==> config.mk <==
export PLATFORM = sky130hd
export DESIGN_NAME = alu_result_fifo
export DESIGN_NICKNAME = d
export VERILOG_FILES = /design/src/rtl/alu_result_fifo.sv
export SDC_FILE = /design/constraint.sdc
export NUM_CORES = 1
export LEC_CHECK = 0
export BUFFER_PORTS_ARGS = -buffer_cell sky130_fd_sc_hd__buf_2
export CAP_MARGIN = 40
export CORE_MARGIN = 2
export CORE_UTILIZATION = 40
export CTS_BUF_LIST = sky130_fd_sc_hd__clkbuf_2
export DETAILED_ROUTE_END_ITERATION = 10
export PLACE_DENSITY = 0.63
export SLEW_MARGIN = 20
export SYNTH_ARGS = -nofsm -noshare
export SYNTH_HDL_FRONTEND = slang
export SYNTH_SLANG_ARGS = --single-unit
==> constraint.sdc <==
create_clock -name clk -period 2.1 [get_ports clk]
set_input_delay 0 -clock clk [delete_from_list [all_inputs] [get_ports clk]]
set_output_delay 0 -clock clk [all_outputs]
set_load 0.03 [all_outputs]
==> src/rtl/alu_result_fifo.sv <==
// Capture FIFO behind the 4-bit ALU: buffers {zero, carry, result} entries.
// Define ALU_FIFO_STATS_EN to build the saturating carry/zero event counters.
module alu_result_fifo #(
    parameter int DEPTH = 4,
    parameter int CNT_W = 8
) (
    input  logic                   clk,
    input  logic                   rst_n,
    input  logic [7:0]             in_data,
    input  logic                   in_valid,
    output logic                   in_ready,
    output logic [5:0]             out_data,
    output logic                   out_valid,
    input  logic                   out_ready,
    input  logic                   clear,
    output logic [$clog2(DEPTH):0] count,
    output logic                   overflow,
    output logic [CNT_W-1:0]       carry_cnt,
    output logic [CNT_W-1:0]       zero_cnt
);

    localparam int AW = $clog2(DEPTH);

    logic [AW:0]   r_wr_ptr;
    logic [AW:0]   r_rd_ptr;
    logic [5:0]    r_mem [DEPTH];
    logic          r_overflow;
    logic          w_full;
    logic          w_empty;
    logic          w_push;
    logic          w_pop;
    logic          w_unused;

    assign w_unused = ^in_data[7:6];

    // Wrap bit distinguishes full from empty when the indices match
    assign w_full  = (r_wr_ptr[AW-1:0] == r_rd_ptr[AW-1:0]) &&
                     (r_wr_ptr[AW] != r_rd_ptr[AW]);
    assign w_empty = (r_wr_ptr == r_rd_ptr);

    assign in_ready  = !w_full;
    assign out_valid = !w_empty;
    assign w_push    = in_valid && !w_full;
    assign w_pop     = out_ready && !w_empty;

    assign count     = r_wr_ptr - r_rd_ptr;
    assign overflow  = r_overflow;
    assign out_data  = w_empty ? 6'd0 : r_mem[r_rd_ptr[AW-1:0]];

    always_ff @(posedge clk) begin
        if (w_push) begin
            r_mem[r_wr_ptr[AW-1:0]] <= in_data[5:0];
        end
    end

    always_ff @(posedge clk or negedge rst_n) begin
        if (!rst_n) begin
            r_wr_ptr   <= '0;
            r_rd_ptr   <= '0;
            r_overflow <= 1'b0;
        end else if (clear) begin
            r_wr_ptr   <= '0;
            r_rd_ptr   <= '0;
            r_overflow <= 1'b0;
        end else begin
            if (w_push) begin
                r_wr_ptr <= r_wr_ptr + 1'b1;
            end
            if (w_pop) begin
                r_rd_ptr <= r_rd_ptr + 1'b1;
            end
            if (in_valid && w_full) begin
                r_overflow <= 1'b1;
            end
        end
    end

`ifdef ALU_FIFO_STATS_EN
    logic [CNT_W-1:0] r_carry_cnt;
    logic [CNT_W-1:0] r_zero_cnt;

    // Counters stick at all-ones rather than wrapping
    always_ff @(posedge clk or negedge rst_n) begin
        if (!rst_n) begin
            r_carry_cnt <= '0;
            r_zero_cnt  <= '0;
        end else if (clear) begin
            r_carry_cnt <= '0;
            r_zero_cnt  <= '0;
        end else if (w_push) begin
            if (in_data[4] && (r_carry_cnt != '1)) begin
                r_carry_cnt <= r_carry_cnt + 1'b1;
            end
            if (in_data[5] && (r_zero_cnt != '1)) begin
                r_zero_cnt <= r_zero_cnt + 1'b1;
            end
        end
    end

    assign carry_cnt = r_carry_cnt;
    assign zero_cnt  = r_zero_cnt;
`else
    assign carry_cnt = '0;
    assign zero_cnt  = '0;
`endif

endmodule

==> results of run 1 <==
[layout by cell type, fill, tap and decap left out, types with 5 or more instances in the layout]
cell type       n
buf_2          20
conb_1         16
mux4_2          6
dfrtp_1         7
ha_1            6
edfxtp_1       24
inv_1           5
clkbuf_2        5
nor2b_1         6
dlygate4sd3_1  11
[how the worst max path moves through the flow]
stage                             from  depth (start not counted)               endpoint  slack (ns)
2_1_floorplan  r_rd_ptr[1]$_DFFE_PN0P_                          5  r_mem[0][0]$_DFFE_PP_        0.32
3_3_place_gp   r_wr_ptr[0]$_DFFE_PN0P_                          4  r_mem[0][1]$_DFFE_PP_        0.35
3_5_place_dp   r_wr_ptr[0]$_DFFE_PN0P_                          4  r_mem[3][1]$_DFFE_PP_        0.31
4_1_cts        r_wr_ptr[0]$_DFFE_PN0P_                          7            out_data[2]       0.002
5_1_grt        r_wr_ptr[1]$_DFFE_PN0P_                          6            out_data[4]        0.03
6_report       r_wr_ptr[1]$_DFFE_PN0P_                          6            out_data[4]        0.18
[power by group through the flow]
stage	logic, W	clock network (W)	registers [W]
2_1_floorplan	0.00106	0	0.000837
3_3_place_gp	0.00141	0	0.000838
3_5_place_dp	0.00144	0	0.000847
4_1_cts	0.00148	0.000270	0.000833
5_1_grt	0.00166	0.000289	0.000848
6_report	0.00152	0.000261	0.000835
[metrics by stage]
step | hold WS, ns | util (%)
finish | 0.396 | 48.4
global route | 0.381 | 48.4
CTS | 0.378 | 47.7
detailed placement | -0.148 | 44.0
global placement | -0.154 | 44.0
floorplan | -0.296 | -
[registers in the layout, indices dropped and copies added (netlist names)]
name / cells
r_mem: 24
r_rd_ptr: 3
r_wr_ptr: 3
overflow: 1
[final cells by class]
cell class / count / area, um2 / area share, %
multi-input combinational: 79 / 651 / 33.9
tap: 50 / 62.6 / 3.26
inverter: 6 / 22.5 / 1.17
clock inverter: 2 / 8.76 / 0.456
sequential: 31 / 896 / 46.6
timing repair buffer: 37 / 255 / 13.3
clock buffer: 5 / 25.0 / 1.30
[worst max-delay path, stage by stage (launching register included)]
cell,delay (ns)
dfrtp_1,0.45
ha_1,0.41
nand2_4,0.15
nor2_1,0.07
buf_4,0.17
nor2b_1,0.11
clkbuf_4,0.19
[what timing repair did]
item	CTS	global route
setup endpoints to repair	6	7
buffers inserted	0	1
endpoints found under the hold margin	38	0
hold buffers	11	0
resized for setup	1	5
pin swaps	0	0
[kinds of logic (layout without fill, tap and decap cells)]
family	count (synthesis)	in the layout	share of synthesized area, %
multiplexers	6	6	8.26
AO/OA/AOI/OAI	10	10	4.21
XOR/XNOR	3	3	2.06
other	1	16	0.229
flip-flops	31	31	54.7
adder cells (fa/ha/maj)	8	8	6.57
AND/OR/NAND/NOR	36	36	13.9
buffers and inverters	27	50	10.0
[layer usage]
layer	vias up	track usage, %	wire length [um]
li1	497	-	-
met4	0	4.50	17
met5	-	0	0
met2	39	25.2	1540
met1	516	16.6	1260
met3	2	4.44	180
==> results.toml, run 1 <==
[synth]
syn_inst = 122
synth.largest_area_cell = "edfxtp_1"
synth.most_common_cell = "edfxtp_1"
synth-edff-count = 24
ys_warn_count = 0
synth_top_cell_area_share_pct = 44.0
ys_ff_latch = 31
synthFlopType = "edfxtp_1"
synth.area.top_cells = "edfxtp_1 44%, dfrtp_1 11%, mux4_2 8.3%, buf_4 7.3%, ha_1 5.4%"
synthArstFlopShare_pct = 22.6
syn_area_mm2 = 0.00164
syn_avg_cell_area_um2 = 13.4
synth_commonest_cells = "24 x edfxtp_1, 16 x buf_4, 7 x dfrtp_1, 7 x ha_1"
synthDistinctLibCells = 32
ys_seq_area_share_pct = 54.7

[timing]
fin_skew_ns = 0.0212
rsz0062_at_grt = "no"
tns_ns = 0
fin_ws_ns = 0.183
clock.fmax_mhz = 522
min_period_ns = 1.92
post-route-period-util_pct = 91.3
slew_viol_final = 0
finalHoldViolCount = 0
setup_viol = 0

[route]
drt_iter0_markers = 40
drc = 0
dr.pass1.iters = 4
routed_via_density = 5.02
wl_per_cell_um = 14.3
wl_mm = 3.00
vias = 1054
ant_nets = 0

[clocking]
clockBufferDepth = 2
cts-buffers-inserted = 5
clk_latency_ns = 0.35
root_buffer = "clkbuf_2"
clk_pin_slew_ns = 0.17
tritoncts = "done"
htree_num_levels = 2
clock_sinks = 31

[min_path]
whs_endpoint = "r_mem[0][5]$_DFFE_PP_"
min_path_type = "in -> reg"
hp-start = "in_data[5]"
hold_depth = 2

[placed_design]
routabilityCongestion = 0.784
hpwl_mm = 2.14
dp_slack_ns = 0.310
io_buffers = 22
dpl_cell_area_mm2 = 0.00175
placed_cells = 191

[global_route]
antenna_found_initial = 0
grt_pass1_vias = 1014
grt_pass1_wl_mm = 4.71
grt_max_degree = 18
overflow = 0
grt_usage_pct = 14.3

[setup_path]
regToRegSetupSlack_ns = 0.39
r2r_start = "r_wr_ptr[1]$_DFFE_PN0P_"
path_max_fanout = 10
worstPathRequired_ns = 2.10
worstSetupPathType = "reg -> out"
r2r_cells = 3
r2r-end = "r_mem[2][4]$_DFFE_PP_"
crit_arrival_ns = 1.92
end_kind = "primary output"
cp-start-kind = "flop"

[outcome]
run_status = "finished, final reports clean"

[finish]
instances_no_fill = 210
fillCellCount = 373
final_area_mm2 = 0.00192
syn_to_final_growth_pct = 17.4
antennaDiodeCount = 0
drive_gt1_share_pct = 27.5
layout.nets = 181

[floorplan]
coreArea_mm2 = 0.00397
dieArea_mm2 = 0.00462
dieWidth_um = 68.0
die_h_um = 68.0
io_pins = 41
start_util_pct = 41.2
row_count = 23

[job]
maxCapViolCount = 0

[pwr]
switching_power_w = 0.00122
p_leak_nw = 0.781
pwr-share-comb_pct = 58.1
power_density_mw_per_mm2 = 1360
p_clk_share_pct = 10.0
power.share.switching_pct = 46.6
pwr-share-seq_pct = 31.9
p_int_w = 0.00140
peakVddDrop_mv = 1.29
finalPower_w = 0.00262
No activity file was read; power rests on OpenSTA's default activity.
==> inputs of run 2 (changes only) <==
--- a/config.mk
+++ b/config.mk
@@ -8,10 +8,10 @@
 export BUFFER_PORTS_ARGS = -buffer_cell sky130_fd_sc_hd__buf_2
 export CAP_MARGIN = 40
 export CORE_MARGIN = 2
-export CORE_UTILIZATION = 40
+export CORE_UTILIZATION = 55
 export CTS_BUF_LIST = sky130_fd_sc_hd__clkbuf_2
 export DETAILED_ROUTE_END_ITERATION = 10
-export PLACE_DENSITY = 0.63
+export PLACE_DENSITY = 0.82
 export SLEW_MARGIN = 20
 export SYNTH_ARGS = -nofsm -noshare
 export SYNTH_HDL_FRONTEND = slang
==> results.toml, run 2 (synthesis gave the netlist of run 1 again) <==
[outcome]
run_status = "finished, final reports clean"

[setup_path]
crit_arrival_ns = 1.96
max_stage_delay_ns = 0.44
worstPathRequired_ns = 2.10
end_kind = "primary output"
cp-start-kind = "flop"
cp_top_family = "buffers and inverters"
slowest_stage = "dfrtp_1"
path_buf_inv = 3
path_max_fanout = 10
worstSetupPathType = "reg -> out"
crit_chain = "inv_1 -> ha_2 -> nand2_4 -> nor2_1 -> buf_4 -> nor2b_1 -> buf_2"

[global_route]
grt_pass1_vias = 1041
grt_pass1_wl_mm = 4.57
overflow = 0
grt_max_degree = 18
antenna_found_initial = 0
grt_usage_pct = 18.4

[timing]
setup_viol = 0
tns_ns = 0
rsz0062_at_grt = "no"
finalHoldViolCount = 0
clock.fmax_mhz = 509
fin_skew_ns = 0.00243
min_period_ns = 1.96
post-route-period-util_pct = 93.5
slew_viol_final = 0

[pwr]
power_density_mw_per_mm2 = 1370
peakVddDrop_mv = 0.980
finalPower_w = 0.00258
p_leak_nw = 0.783

[finish]
final_cell_mix = "24 x edfxtp_1, 22 x buf_2, 16 x conb_1, 11 x dlygate4sd3_1, 7 x dfrtp_1"
largest_reg_flops = 24
syn_to_final_growth_pct = 15.5
layout_commonest_cell = "edfxtp_1"
multi_input_area_um2 = 641
antennaDiodeCount = 0
fillCellCount = 210
instances_no_fill = 192
drive_gt1_share_pct = 28.0
layout.nets = 181
seqCellArea_um2 = 896

[placed_design]
hpwl_mm = 1.99
routabilityCongestion = 0.796
io_buffers = 22
placed_cells = 172

[route]
dr.pass1.iters = 4
routed_via_density = 5.39
wl_per_cell_um = 14.9
drc = 0
drt_iter0_markers = 34
wl_mm = 2.86
vias = 1034
ant_nets = 0

[floorplan]
row_count = 19
die_h_um = 58.6
start_util_pct = 58.8
coreArea_mm2 = 0.00278
dieArea_mm2 = 0.00343
dieWidth_um = 58.6
io_pins = 41

[clocking]
tritoncts = "done"
clockBufferDepth = 2
cts-buffers-inserted = 5
clk_pin_slew_ns = 0.15
clock_sinks = 31
clk_latency_ns = 0.35
root_buffer = "clkbuf_2"
htree_num_levels = 2

[job]
maxCapViolCount = 0

[min_path]
min_path_type = "in -> reg"
==> run 2: cell count changes in the layout (fill, tap and decap cells not counted), sizes merged <==
cell / change
clkinvlp: +1
clkbuf: -1
buf: +2
clkinv: -1
==> run 2: worst paths after layout <==
path                                    startpoint                      end  slack, ns  cells after the start
min reg2reg                   overflow$_DFFE_PN0P_     overflow$_DFFE_PN0P_       0.52                      2
max reg2reg                r_wr_ptr[0]$_DFFE_PN0P_    r_mem[3][3]$_DFFE_PP_       0.34                      4
min in group asynchronous                    rst_n  r_wr_ptr[2]$_DFFE_PN0P_       0.60                      3
min                                     in_data[0]    r_mem[3][0]$_DFFE_PP_       0.39                      2
max                        r_wr_ptr[0]$_DFFE_PN0P_              out_data[1]       0.14                      7
max in group asynchronous                    rst_n  r_rd_ptr[0]$_DFFE_PN0P_       1.25                      3
==> run 2: final cells by class <==
| cell class | count | share of cell area [%] |
|---|---|---|
| clock inverters | 2 | 0.662 |
| repair buffers | 37 | 13.2 |
| flip-flops and latches | 31 | 47.4 |
| multi-input cells | 79 | 33.9 |
| well taps | 31 | 2.05 |
| inverters | 6 | 1.19 |
| clock buffers | 6 | 1.59 |
==> run 2: repair_timing <==
| action | in CTS | in global routing |
|---|---|---|
| setup buffers | 0 | 1 |
| hold buffers | 11 | 0 |
| hold endpoints to repair | 36 | 0 |
| setup endpoints to repair | 1 | 7 |
| gates resized for setup | 1 | 1 |
==> run 2: layer usage <==
metal	track usage [%]	wire (um)	vias up	part of all wire, %
met5	0	0	-	0
met4	8.64	72	0	2.5
met3	5.05	159	11	5.6
met2	31.1	1420	39	50
met1	21.7	1210	481	42
li1	-	-	503	-
==> run 2: per-stage QoR <==
| stage | cell area (um2) | hold slack [ns] | setup WS (ns) | util, % |
|---|---|---|---|---|
| after floorplan | 1690 | -0.296 | 0.323 | - |
| after global placement | 1720 | -0.155 | 0.384 | 61.9 |
| after detailed placement | 1720 | -0.154 | 0.295 | 61.9 |
| after CTS | 1880 | 0.375 | 0.0330 | 67.6 |
| after global routing | 1890 | 0.370 | 0.00510 | 68.0 |
| final | 1890 | 0.393 | 0.136 | 68.0 |
==> run 2: report_power, final <==
group          internal (W)  switching [W]  leakage, nW  total (W)
logic              0.000512       0.000961        0.439    0.00147
clock network     0.0000850       0.000195       0.0290   0.000280
registers          0.000781      0.0000477        0.315   0.000829
total               0.00138        0.00120        0.783    0.00258
